[src/rtl/nasti_lite_read_arbiter.sv]
// Round-robin arbiter sharing one NASTI-lite read port (AR + R) between N_MASTER requesters.
// Granted requester indices are queued in AR order so each R beat is steered back to its issuer.
module nasti_lite_read_arbiter #(
   parameter int unsigned N_MASTER        = 2,
   parameter int unsigned ID_WIDTH        = 1,
   parameter int unsigned ADDR_WIDTH      = 8,
   parameter int unsigned DATA_WIDTH      = 32,
   parameter int unsigned USER_WIDTH      = 1,
   parameter int unsigned MAX_OUTSTANDING = 4
) (
   input  logic                             clk,
   input  logic                             rstn,
   input  logic [N_MASTER*ID_WIDTH-1:0]     m_ar_id,
   input  logic [N_MASTER*ADDR_WIDTH-1:0]   m_ar_addr,
   input  logic [N_MASTER*3-1:0]            m_ar_prot,
   input  logic [N_MASTER*4-1:0]            m_ar_qos,
   input  logic [N_MASTER*4-1:0]            m_ar_region,
   input  logic [N_MASTER*USER_WIDTH-1:0]   m_ar_user,
   input  logic [N_MASTER-1:0]              m_ar_valid,
   output logic [N_MASTER-1:0]              m_ar_ready,
   output logic [N_MASTER*ID_WIDTH-1:0]     m_r_id,
   output logic [N_MASTER*DATA_WIDTH-1:0]   m_r_data,
   output logic [N_MASTER*2-1:0]            m_r_resp,
   output logic [N_MASTER*USER_WIDTH-1:0]   m_r_user,
   output logic [N_MASTER-1:0]              m_r_valid,
   input  logic [N_MASTER-1:0]              m_r_ready,
   output logic [ID_WIDTH-1:0]              s_ar_id,
   output logic [ADDR_WIDTH-1:0]            s_ar_addr,
   output logic [2:0]                       s_ar_prot,
   output logic [3:0]                       s_ar_qos,
   output logic [3:0]                       s_ar_region,
   output logic [USER_WIDTH-1:0]            s_ar_user,
   output logic                             s_ar_valid,
   input  logic                             s_ar_ready,
   input  logic [ID_WIDTH-1:0]              s_r_id,
   input  logic [DATA_WIDTH-1:0]            s_r_data,
   input  logic [1:0]                       s_r_resp,
   input  logic [USER_WIDTH-1:0]            s_r_user,
   input  logic                             s_r_valid,
   output logic                             s_r_ready
);
   localparam int unsigned IDX_W = $clog2(N_MASTER);
   localparam int unsigned PTR_W = $clog2(MAX_OUTSTANDING);
   localparam int unsigned CNT_W = PTR_W + 1;

   typedef enum logic {IDLE, LOCKED} state_t;

   state_t           state, state_nxt;
   logic [IDX_W-1:0] rr_ptr, grant_q, grant, cand, head;
   logic [IDX_W-1:0] fifo_mem [MAX_OUTSTANDING];
   logic [PTR_W-1:0] wr_ptr, rd_ptr;
   logic [CNT_W-1:0] count;
   logic             full, empty, ar_req, ar_hs, r_hs;
   int unsigned      idx;

   assign full  = (count == CNT_W'(MAX_OUTSTANDING));
   assign empty = (count == '0);
   assign head  = fifo_mem[rd_ptr];

   always_comb begin
      state_nxt = state;
      grant     = grant_q;
      ar_req    = 1'b0;
      idx       = 0;
      cand      = '0;
      case (state)
         IDLE: begin
            if (!full) begin
               for (int unsigned i = 0; i < N_MASTER; i++) begin
                  idx = 32'(rr_ptr) + i;
                  if (idx >= N_MASTER) idx = idx - N_MASTER;
                  cand = IDX_W'(idx);
                  if (!ar_req && m_ar_valid[cand]) begin
                     ar_req = 1'b1;
                     grant  = cand;
                  end
               end
            end
            if (ar_req && !s_ar_ready) state_nxt = LOCKED;
         end
         LOCKED: begin
            ar_req = m_ar_valid[grant_q];
            if (s_ar_ready) state_nxt = IDLE;
         end
         default: state_nxt = IDLE;
      endcase
      // Requester valids are combinational, so mask them while reset is held.
      if (!rstn) ar_req = 1'b0;
   end

   assign s_ar_valid = ar_req;
   assign ar_hs      = ar_req && s_ar_ready;

   always_comb begin
      s_ar_id     = '0;
      s_ar_addr   = '0;
      s_ar_prot   = '0;
      s_ar_qos    = '0;
      s_ar_region = '0;
      s_ar_user   = '0;
      if (ar_req) begin
         s_ar_id     = m_ar_id[grant*ID_WIDTH +: ID_WIDTH];
         s_ar_addr   = m_ar_addr[grant*ADDR_WIDTH +: ADDR_WIDTH];
         s_ar_prot   = m_ar_prot[grant*3 +: 3];
         s_ar_qos    = m_ar_qos[grant*4 +: 4];
         s_ar_region = m_ar_region[grant*4 +: 4];
         s_ar_user   = m_ar_user[grant*USER_WIDTH +: USER_WIDTH];
      end
   end

   always_comb begin
      m_ar_ready = '0;
      m_r_valid  = '0;
      for (int unsigned i = 0; i < N_MASTER; i++) begin
         m_ar_ready[i] = ar_hs && (grant == IDX_W'(i));
         m_r_valid[i]  = !empty && s_r_valid && (head == IDX_W'(i));
      end
   end

   assign s_r_ready = !empty && m_r_ready[head];
   assign r_hs      = s_r_valid && s_r_ready;

   assign m_r_id   = {N_MASTER{s_r_id}};
   assign m_r_data = {N_MASTER{s_r_data}};
   assign m_r_resp = {N_MASTER{s_r_resp}};
   assign m_r_user = {N_MASTER{s_r_user}};

   always_ff @(posedge clk or negedge rstn) begin
      if (!rstn) begin
         state   <= IDLE;
         rr_ptr  <= '0;
         grant_q <= '0;
         wr_ptr  <= '0;
         rd_ptr  <= '0;
         count   <= '0;
      end else begin
         state <= state_nxt;
         if (state == IDLE && ar_req && !s_ar_ready) grant_q <= grant;
         if (ar_hs) begin
            rr_ptr <= (grant == IDX_W'(N_MASTER - 1)) ? '0 : grant + 1'b1;
            wr_ptr <= wr_ptr + 1'b1;
         end
         if (r_hs) rd_ptr <= rd_ptr + 1'b1;
         if (ar_hs && !r_hs)      count <= count + 1'b1;
         else if (!ar_hs && r_hs) count <= count - 1'b1;
      end
   end

   always_ff @(posedge clk) begin
      if (ar_hs) fifo_mem[wr_ptr] <= grant;
   end

   a_locked_valid_held: assert property (@(posedge clk) disable iff (!rstn)
      (state == LOCKED) |-> m_ar_valid[grant_q]);

endmodule

[config.mk]
export PLATFORM = sky130hd
export DESIGN_NAME = nasti_lite_read_arbiter
export DESIGN_NICKNAME = d
export VERILOG_FILES = /design/src/rtl/nasti_lite_read_arbiter.sv
export SDC_FILE = /design/constraint.sdc
export NUM_CORES = 1
export LEC_CHECK = 0
export CAP_MARGIN = 20
export CORE_ASPECT_RATIO = 1.5
export CORE_UTILIZATION = 28
export DETAILED_ROUTE_END_ITERATION = 16
export PLACE_DENSITY_LB_ADDON = 0.25
export SYNTH_ARGS = -nofsm -noshare
export SYNTH_HDL_FRONTEND = slang
export SYNTH_SLANG_ARGS = --single-unit
[constraint.sdc]
create_clock -name clk -period 2.3 [get_ports clk]
set_input_delay 0.46 -clock clk [delete_from_list [all_inputs] [get_ports clk]]
set_output_delay 0.46 -clock clk [all_outputs]
set_load 0.005 [all_outputs]
**Word level (Yosys, flattened, before mapping)**

Memories as Yosys holds them, arrays and structs flattened.
Cells that the tools add are included.

- Bits in registers: 10
- Input bits: 86
- Output and inout bits: 99
- Logic and storage cells: 93
- Memories kept: 1
- Memory bits (writable): 4

Memory list:

| name | depth | width | rd ports | clocked after Yosys merged registers in | write ports | line | source |
|---|---|---|---|---|---|---|---|
| fifo_mem | 4 | 1 | 1 | 0 | 1 | 50 | `logic [IDX_W-1:0] fifo_mem [MAX_OUTSTANDING];` |

- Reductions and logical operators: 21
- Add/sub/neg operators: 8
- Shift-type cells: 6
- Bitwise logic cells: 3
- Multiplexer cells: 40
- $mul: 1
- Magnitude comparators: 6
- Eq/ne operators: 1

Operators with widths:

| operator | number |
|---|---|
| 1-bit two-way mux | 32 |
| 16-bit by 5-bit indexed part select with 8-bit output | 1 |
| 8-bit by 4-bit indexed part select with 4-bit output | 2 |
| 1-bit logical AND | 14 |
| 3-bit two-way mux | 3 |
| 1-bit by 2-bit < comparator with 1-bit output, second input constant | 4 |
| 4-bit two-way mux | 2 |
| 8-bit two-way mux | 1 |
| 6-bit by 4-bit indexed part select with 3-bit output | 1 |
| 1-bit zero test | 5 |
| 2-bit by 1-bit adder with 2-bit output, second input constant | 2 |
| 1-bit one-hot mux with 2 select lines | 2 |
| 2-bit by 2-bit indexed part select with 1-bit output | 2 |
| 3-bit by 1-bit adder with 3-bit output, second input constant | 1 |
| 3-bit equality test, second input constant | 1 |
| 3-bit zero test | 1 |
| 1-bit by 2-bit multiplier with 3-bit output, second input constant | 1 |
| 1-bit inverter | 3 |
| 3-bit by 1-bit subtractor with 3-bit output, second input constant | 1 |
| 1-bit by 1-bit adder with 2-bit output, second input constant | 1 |
| 1-bit by 2-bit >= comparator with 1-bit output, second input constant | 1 |
| 2-bit >= comparator, second input constant | 1 |
| 2-bit nonzero test | 1 |
| 1-bit subtractor, second input constant | 2 |
| 1-bit adder, second input constant | 1 |

**Logic depth before layout (Yosys ltp)**

- Depth after elaboration: 21
- Mapped depth: 10
- Depth with buffers taken out: 10

**Least setup slack after synthesis**

No wires, ideal clock.

- Kind: register to register
- Start: reg count[0]
- End: reg count[1]
- Data arrival time: 2155 ps
- Stages on the path, launching flop included: 9
- Setup slack: 21 ps
- Library setup time: 125 ps
- Buffers on the path: 1
- Required time: 2175 ps
- Period minus slack after synthesis: 2279 ps
- Path through: dfrtp_1 > or3b_1 > buf_2 > o211ai_2 > nor3_4 > ha_1 > inv_1 > fa_1 > mux2_2

- Cells in the longest elaborated chain, start to end: 9
- Elaborated cells on any way between the ends: 19
- Classes of those cells: add/sub (2); eq/ne (1); mux (6); reduce/logical (10)

Ends and longest elaborated chain:

| what | line | source |
|---|---|---|
| start, declared | 52 | `logic [CNT_W-1:0] count;` |
| start signal, assigned | 144 | `if (ar_hs && !r_hs) count <= count + 1'b1;` |
| start signal, assigned | 145 | `else if (!ar_hs && r_hs) count <= count - 1'b1;` |
| 3-bit equality test (*) | 56 | `assign full = (count == CNT_W'(MAX_OUTSTANDING));` |
| 1-bit two-way mux (*) | 68 | `if (!full) begin` |
| 1-bit two-way mux (*) | 66 | `case (state)` |
| 1-bit one-hot mux with 2 select lines (*) | 66 |  |
| 1-bit two-way mux (*) | 88 | `if (!rstn) ar_req = 1'b0;` |
| 1-bit logical AND (*) | 92 | `assign ar_hs = ar_req && s_ar_ready;` |
| named net ar_hs | 53 | `logic full, empty, ar_req, ar_hs, r_hs;` |
| 1-bit zero test | 145 |  |
| 1-bit logical AND | 145 |  |
| 2-bit nonzero test (no source line) | - |  |

The timed path passes the listed nets; every way through them passes the cells marked *. The select of a mux whose other input is x is not followed.
A chain may end at the register's enable or synchronous reset.

**Worst setup path after layout**

- Start: reg count[0]
- End: out s_ar_prot[1]

- Cells in the longest elaborated chain, start to end: 6
- Elaborated cells on any way between the ends: 10
- Classes of those cells: mul (1); eq/ne (1); shift (1); mux (7)

Ends and longest elaborated chain:

| what | line | source |
|---|---|---|
| 3-bit equality test (*) | 56 |  |
| 1-bit two-way mux | 68 |  |
| 1-bit two-way mux | 66 |  |
| 1-bit by 2-bit multiplier with 3-bit output or 1-bit one-hot mux with 2 select lines (tied branches) | 104, 66 |  |
| 6-bit by 4-bit indexed part select with 3-bit output or 1-bit two-way mux (tied branches) | 104, 88 |  |
| 3-bit two-way mux (*) | 101 | `if (ar_req) begin` |
| end, declared | 29 | `output logic [2:0] s_ar_prot,` |

Mark *: on every way between the ends. The rest lies on a longest branch, timed or not. The select of a mux whose other input is x is not followed.

==> metrics.md <==
| Metric | Value |
|---|---|
| Reg clk slew, reported paths | around 60 ps |
| Yosys warnings | 0 |
| Register area share after synthesis | between 10% and 20% |
| Clock Sinks | 14 |
| Finished layout cell area | 0.00296 sq mm |
| Initial Utilization | just under 30% |
| Element type at the critical path end | primary output |
| Crit path launch | count[0] |
| R2R depth | 9 |
| Final WL | roughly 5900 microns |
| Least-Margin Pin Slew | between 150 and 200 ps |
| Syn Std Cell Area | 0.00190 sq mm |
| GPL Wtd Cong | slightly below 0.8 |
| Static leakage | around 1.3 nW |
| Area delta synth->final | 56.2% |
| Syn Area/Cell | between 8 and 9 sq um |
| Metal2 WL | around 3400 microns |
| Crit path time final | around 2400 ps |
| Worst slack at placement | -518 ps |
| Pwr per Cell Area | about 920 mW/mm^2 |
| Syn Inst Count | 222 |
| Most frequent cells in the layout | clkdlybuf4s50_1, buf_4, a21oi_2, buf_2, buf_6 |
| Skew-Pair Late Insertion Delay | roughly 240 ps |
| Pin count of the biggest net entering global routing | 22 |
| Max Slew Vio Count | 0 |
| Row count | 36 |
| Drt pass-1 iters | 4 |
| Final Hold Fails | 0 |
| I/O Buffers | 76 |
| Maximum root-to-sink buffer count | 2 |
| Die Area | about 0.0071 sq mm |
| Syn_nets | roughly 310 |
| CTS hold repair buffers | 0 |
| Die span in x | a little under 70 microns |
| I/O pins | about 190 |
| H-tree Lvls | 1 |
| DR WL met3 | 387 microns |
| Maximum VDD drop | about 510 uV |
| DR iter-0 viols | between 40 and 50 |
| Layout cells sized above 1 | between 50% and 60% |
| Area after DPL | 0.00238 sq mm |
| First-pass GRT wire length | roughly 9000 microns |
| Critical Path Source Type | register |
| Gr usage total | between 15 and 20% |
| Final HPWL DP | roughly 3800 microns |
| Antenna violations before repair | 0 |
| Worst Path Arrival | 1950 ps |
| Total number of vias | 1,693 |
| Finished Core Util | 45.4% |
| Unrepaired setup endpoints after global routing | yes |
| Antenna diode count | 0 |
| Fmax | 415 MHz |
| CTS Root Cell | clkbuf_8 |
| Die height | approximately 100 microns |
| WP data required | around 1800 ps |
| Most common cell after layout, fill and taps aside | clkdlybuf4s50_1 |
| Synth Register Bits | 14 |
| Final period util | 105% |
| DR vias/cell | about 4.8 |
| Fin nets | between 300 and 400 |
| TritonCTS Buffers | 3 |
| Max FO, Critical Path | 6 |
| CTS tree | yes |
| DRC Markers | 0 |
| Post-DRT Antenna Nets | 0 |
| Setup violations, final | 21 |
| Maxcap violations | 0 |
| Crit Path Category | register to primary output |
| Status | finished with violations |
| Setup ws final | -111 ps |
| Yosys cell types | 41 |
| Top sig layer | met4 |
| Vias in the first global route | roughly 1.8k |
| Core region area | approximately 0.0065 sq mm |
| Rel. slew slack | 86.7% |
| Area occupied by multi-input gates | 0.00106 sq mm |
| FF-to-FF Start | rd_ptr[1] |
| Fillers | 655 |
| Violated checks | setup timing |
| DR WL/cell | between 15 and 20 microns |
| DRT met1 WL | ~1900 microns |
| Grt ovf | 0 |
| Reg area | approximately 370 sq um |
| Clock skew | around 2 ps |
| Hold/Removal Path Class | primary input to asynchronous set/reset pin |
==> cells in the mapped netlist (all sizes together) <==
master	count	share of area [%]
clkbuf	2	0.40
xor2	3	1.4
nand3b	1	0.40
nor3b	1	0.40
or2	2	0.66
o211ai	1	0.66
mux2i	7	3.7
and2	5	1.6
nand2	1	0.20
fa	1	1.1
o31ai	1	0.40
o21a	1	0.40
a21oi	22	9.6
or3b	1	0.46
nor3	3	1.4
a31oi	1	1.1
mux2	3	2.0
nand3	21	5.5
o21ai	22	5.8
a31o	1	0.46
dfrtp	10	13
ha	5	3.3
inv	7	1.4
edfxtp	4	6.3
buf	82	34
nand2b	2	0.66
nor2	6	1.3
nand4	2	0.66
nor2b	1	0.33
xnor2	2	0.92
and4	1	0.59
==> where the power goes <==
part	leakage (nW)	switching, mW	internal (mW)
Sequential	0.154	0.0712	0.361
Clock	0.0228	0.0859	0.123
Combinational	1.11	0.898	1.19
==> flip-flops by register name, indices dropped and copies added, names as in the netlist <==
| signal | flops |
|---|---|
| count | 3 |
| wr_ptr | 2 |
| rd_ptr | 2 |
| fifo_mem | 4 |
| rr_ptr | 1 |
| grant_q | 1 |
| state | 1 |
==> cells by family after synthesis <==
kind of cell	synth area share (%)
mux	5.67
buf+inv	35.5
fa+ha+maj	4.35
simple gates	14.2
flops	19.5
compound gates	18.4
xor+xnor	2.31
==> critical path, stage by stage, from the launching register on <==
cell and delay, ps:
dfrtp_1 380, or3b_4 460, nand4_1 150, buf_4 140
buf_6 130, buf_16 130, nand3_2 80, a21oi_2 120
buf_2 130
==> cell type report <==
type	instances	area share [%]
timing repair buffer	135	45.9
sequential	14	12.5
multi-input combinational	117	35.9
inverter	7	0.887
clock buffer	4	1.52
tap	76	3.21
==> worst paths after layout <==
| path | slack, ps | endpoint |
|---|---|---|
| max | -110 | s_ar_prot[1] |
| min | 400 | rd_ptr[0] |
| max reg2reg | -90 | count[1] |
| min reg2reg | 530 | rd_ptr[0] |
| max in group asynchronous | 1740 | count[2] |
| min in group clk | 530 | rd_ptr[0] |
==> metal layers <==
layer	up-vias	GRT usage, %
li1	794	-
met1	787	13.8
met2	81	32.8
met3	31	3.71
met4	0	11.5
met5	-	0
==> metrics by stage <==
stage               instances  TNS (ps)  power [mW]  hold slack (ps)
finish                    353     -1810        2.73              404
floorplan                 222         0        1.35              164
global route              353     -4090        2.94              394
global placement          316    -11090        1.90              515
detailed placement        316    -11900        1.92              527
CTS                       343     -1660        2.59              398
==> timing repair <==
action	CTS	global route
setup buffers	18	13
endpoints found under the hold margin	0	0
pin swaps	19	17
endpoints found under the setup margin	29	29
cloned	6	1
resized for setup	140	33
Note: power is estimated with default switching activity, not from simulation.
